===== src/rtl/fifo_stream_reader.sv =====
// Pops a registered-read FIFO into a 2-entry output buffer and presents it as a
// valid/ready stream framed into fixed-length bursts (o_last on the final beat).
module fifo_stream_reader #(
   parameter int unsigned DATA_WIDTH = 8,
   parameter int unsigned BURST_LEN  = 4,
   parameter int unsigned CNT_WIDTH  = $clog2(BURST_LEN) + 1
) (
   input  logic                  i_clk,
   input  logic                  i_rst,
   input  logic                  i_fifo_empty,
   input  logic [DATA_WIDTH-1:0] i_fifo_data,
   output logic                  o_fifo_rd_en,
   output logic                  o_valid,
   input  logic                  i_ready,
   output logic [DATA_WIDTH-1:0] o_data,
   output logic                  o_last,
   output logic [CNT_WIDTH-1:0]  o_beat_cnt
);

   localparam logic [CNT_WIDTH-1:0] LAST_BEAT = CNT_WIDTH'(BURST_LEN - 1);

   logic [1:0]            occ_q, occ_d;
   logic                  inflight_q;
   logic [DATA_WIDTH-1:0] head_q, head_d;
   logic [DATA_WIDTH-1:0] tail_q, tail_d;
   logic [CNT_WIDTH-1:0]  beat_q, beat_d;
   logic                  pop;
   logic [1:0]            occ_after_pop;
   logic [2:0]            owned;

   assign o_valid = (occ_q != 2'd0);
   assign pop     = o_valid & i_ready;

   // pop implies occ_q >= 1, so neither subtraction can underflow
   assign occ_after_pop = occ_q - {1'b0, pop};
   assign owned         = 3'(occ_after_pop) + 3'(inflight_q);

   assign o_fifo_rd_en = !i_rst & !i_fifo_empty & (owned < 3'd2);

   assign o_data     = head_q;
   assign o_last     = o_valid & (beat_q == LAST_BEAT);
   assign o_beat_cnt = beat_q;

   // Buffer shift/land and burst counter next state
   always_comb begin
      occ_d  = owned[1:0];
      head_d = head_q;
      tail_d = tail_q;
      beat_d = beat_q;

      if (pop && (occ_q == 2'd2)) begin
         head_d = tail_q;
      end

      if (inflight_q) begin
         if (occ_after_pop == 2'd0) begin
            head_d = i_fifo_data;
         end else begin
            tail_d = i_fifo_data;
         end
      end

      if (pop) begin
         beat_d = (beat_q == LAST_BEAT) ? '0 : beat_q + CNT_WIDTH'(1);
      end
   end

   always_ff @(posedge i_clk or posedge i_rst) begin
      if (i_rst) begin
         occ_q      <= 2'd0;
         inflight_q <= 1'b0;
         head_q     <= '0;
         tail_q     <= '0;
         beat_q     <= '0;
      end else begin
         occ_q      <= occ_d;
         inflight_q <= o_fifo_rd_en;
         head_q     <= head_d;
         tail_q     <= tail_d;
         beat_q     <= beat_d;
      end
   end

endmodule


===== config.mk =====
export PLATFORM = sky130hd
export DESIGN_NAME = fifo_stream_reader
export DESIGN_NICKNAME = d
export VERILOG_FILES = /design/src/rtl/fifo_stream_reader.sv
export SDC_FILE = /design/constraint.sdc
export NUM_CORES = 1
export LEC_CHECK = 0
export ABC_CLOCK_PERIOD_IN_PS = 1950
export BUFFER_PORTS_ARGS = -buffer_cell sky130_fd_sc_hd__buf_2
export CAP_MARGIN = 10
export CORE_MARGIN = 1
export CORE_UTILIZATION = 35
export CTS_CLUSTER_DIAMETER = 200
export CTS_CLUSTER_SIZE = 12
export DETAILED_ROUTE_END_ITERATION = 10
export PLACE_DENSITY = 0.66
export SLEW_MARGIN = 10
export SYNTH_ARGS = -nofsm -noshare
export SYNTH_HDL_FRONTEND = slang
export SYNTH_SLANG_ARGS = --single-unit

===== constraint.sdc =====
create_clock -name i_clk -period 1.95 [get_ports i_clk]
set_clock_uncertainty 0.1 [all_clocks]
set_input_delay 0.195 -clock i_clk [delete_from_list [all_inputs] [get_ports i_clk]]
set_output_delay 0.195 -clock i_clk [all_outputs]
set_load 0.01 [all_outputs]

==> flow_summary.yaml <==
yosys:
  ys_seq_area_frac: 0.555
  syn_inst: 91
  ys_ff_latch: 22
  syn_nets: 107
  postSynthAreaPerCell_sq_um: 10.9
  synth_area_sq_um: 992
  yosys_warnings: 0
  ys_types: 23
layout:
  antenna_cells: 0
  seq_area_sq_um: 551
  fin_area_sq_um: 1410
  drive_gt1_frac: 0.470
  syn_to_final_growth_pct: 41.9
  nets: 151
  final_util: 0.548
  fill_cells: 228
  multi_input_area_sq_um: 480
worst_setup_path:
  reg2reg_from: "occ_q[1]$_DFF_PP0_"
  critPathCaptureType: "output pin"
  cp_common_cell: "ha_4"
  cp_max_fo: 2
  cp_slowest_cell: "dfrtp_1"
  cpPeakStageDelay_ps: 410
  worstPathRequired_ps: 1650
  cp_top_family: "adder cells"
  setup.worst_path.class: "reg -> out"
  critPathLaunch: "occ_q[1]$_DFF_PP0_"
  crit_chain: "o21ai_2 > inv_2 > ha_4 > inv_4 > ha_4 > inv_2 > ha_4 > nor3b_4 > buf_2"
  arrival_ps: 1920
  start_kind: "register"
  worst-path-buf-inv: 4
global_route:
  grt_overflow: 0
  grt_max_degree: 23
  grt_pass1_wl_um: 3260
  grt_usage: 0.136
  grt_pass1_vias: 783
  antenna_found_initial: 0
route:
  drt_first_pass_iters: 3
  ant_nets: 0
  drt-total-wl_um: 2100
  vias: 796
  drtIter0Drc: 10
  avgViaCountPerCell: 4.85
  post_drt_wl_per_cell_um: 12.8
  drc_errors: 0
power_and_ir_drop:
  power_leakage_uw: 0.000728
  ir_drop_v: 0.000852
  p_per_area_nw_per_um2: 1590
  totalPowerFinal_uw: 2240
outcome:
  outcome: "finished, violations left"
  violations: "setup timing"
clocking:
  clk_pin_slew_ps: 130
  htreeDepth: 1
  cts_num_sinks: 22
  clkLatencyLatePin_ps: 320
  cts_tree: "built"
  cts_buffers: 3
  clockBufferDepth: 2
  cts_root_buf: "clkbuf_4"
hold_path:
  hold_path_class: "in -> reg"
  min_from: "i_fifo_data[6]"
flow_run:
  cap_violations: 0
place:
  dpl.hpwl_um: 1340
  globalplace.congestion: 0.686
  port_buffers: 25
  dpl_cell_area_sq_um: 1200
floorplan:
  start_util: 0.386
  fp.dieW_um: 55.2
  die_area_sq_um: 3050
  rows: 18
  io_pins: 26
  die_h_um: 55.2
  core_area_sq_um: 2570
sta:
  setup_slack_ps: -265
  finalSetupViolations: 1
  worst_pin_slew_ps: 379
  finalCriticalPeriod_ps: 2220
  whs_ps: 13.5
  drv_slew: 0
  fin_crit_sh: 1.14
  hold_viol: 0
  max_freq_mhz: 451
  relSlewSlack: 0.747
  rsz0062_at_grt: "true"
==> synthesized netlist by cell type <==
| master | number | share of area |
|---|---|---|
| inv_1 | 4 | 0.015 |
| nor2_1 | 8 | 0.030 |
| nand2b_1 | 1 | 0.0063 |
| dfrtp_1 | 22 | 0.55 |
| buf_4 | 1 | 0.0076 |
| nand3b_4 | 1 | 0.020 |
| xnor2_1 | 1 | 0.0088 |
| nor2b_1 | 1 | 0.0063 |
| inv_2 | 1 | 0.0038 |
| o21ai_0 | 1 | 0.0050 |
| ha_1 | 4 | 0.050 |
| buf_2 | 2 | 0.010 |
| or2_2 | 1 | 0.0063 |
| o21ai_1 | 1 | 0.0050 |
| o21ai_4 | 1 | 0.016 |
| a21boi_0 | 1 | 0.0076 |
| nand3b_1 | 1 | 0.0076 |
| nand2_1 | 20 | 0.076 |
| a31oi_1 | 8 | 0.050 |
| nand3_1 | 1 | 0.0050 |
| and3b_1 | 1 | 0.0088 |
| nor3b_1 | 1 | 0.0076 |
| mux2_2 | 8 | 0.091 |
==> where the power goes <==
group	internal, uW	switching, uW
Combinational	601	490
Sequential	671	126
Clock	208	144
==> metal layers <==
metal  wire [um]  global-route usage  vias to the layer above  share of wire
met5           0                   0                        -              0
li1            -                   -                      391              -
met2         996               0.239                       13           0.47
met3          63              0.0234                        2          0.030
met1        1000               0.163                      390           0.48
met4          32              0.0571                        0          0.015
==> stage by stage <==
| stage | setup slack, ps | TNS (ps) | std cells |
|---|---|---|---|
| final | -265 | -265 | 164 |
| after floorplan | 13.8 | 0 | 91 |
| after global routing | -338 | -369 | 164 |
| after detailed placement | 3.29 | 0 | 148 |
| after global placement | 52.0 | 0 | 148 |
| after CTS | -263 | -263 | 160 |
==> worst paths after layout <==
check                                       endpoint  slack, ps  cells after the start
max in group asynchronous        o_data[7]$_DFF_PP0_       1150                      4
max reg2reg                    tail_q[0]$_DFFE_PP0P_         40                      8
max                                     o_fifo_rd_en       -270                      9
min                            tail_q[6]$_DFFE_PP0P_         10                      2
min reg2reg                o_beat_cnt[1]$_DFFE_PP0P_        420                      2
min in group asynchronous        o_data[1]$_DFF_PP0_        370                      4
==> worst reg2reg max path, stage by stage, from the launching register on <==
cell,delay (ps)
dfrtp_1,410
o21ai_2,170
inv_2,70
ha_4,280
inv_4,40
buf_4,130
o21ai_4,160
buf_6,160
mux2_4,300
==> kinds of logic after synthesis <==
family	Yosys count	synth area share
xor+xnor	1	0.00883
fa+ha+maj	4	0.0504
mux	8	0.0908
flops	22	0.555
simple gates	36	0.174
compound gates	12	0.0845
buf+inv	8	0.0366
==> placed cells by master (no fill, tap or decap), types with 2 or more instances in the layout <==
cell	synthesis	final
buf_2	2	25
dfrtp_1	22	22
nand2_1	20	20
buf_4	1	13
nor2_1	8	8
a31oi_1	8	8
mux2_4	0	6
ha_4	0	3
clkbuf_4	0	3
inv_2	1	2
inv_1	4	2
mux2_2	8	2
dlygate4sd3_1	0	2
buf_6	0	2
==> flip-flops by register name, summed over array words and instances (netlist names) <==
register and flops:
occ_q 2, o_beat_cnt 3, tail_q 8, inflight_q 1, o_data 8
==> layout make-up <==
| class | count | area share |
|---|---|---|
| clock inverters | 1 | 0.0213 |
| repair buffers | 42 | 0.188 |
| flip-flops and latches | 22 | 0.391 |
| multi-input cells | 61 | 0.341 |
| clock buffers | 3 | 0.0160 |
| well taps | 30 | 0.0267 |
| inverters | 5 | 0.0151 |
==> what timing repair did <==
item | CTS | global route
endpoints found under the setup margin | 1 | 9
resized for setup | 7 | 8
endpoints found under the hold margin | 23 | 0
buffers inserted | 6 | 5
pin swaps | 3 | 3
hold buffers | 2 | 0
Power figures use the tool's default switching activity.
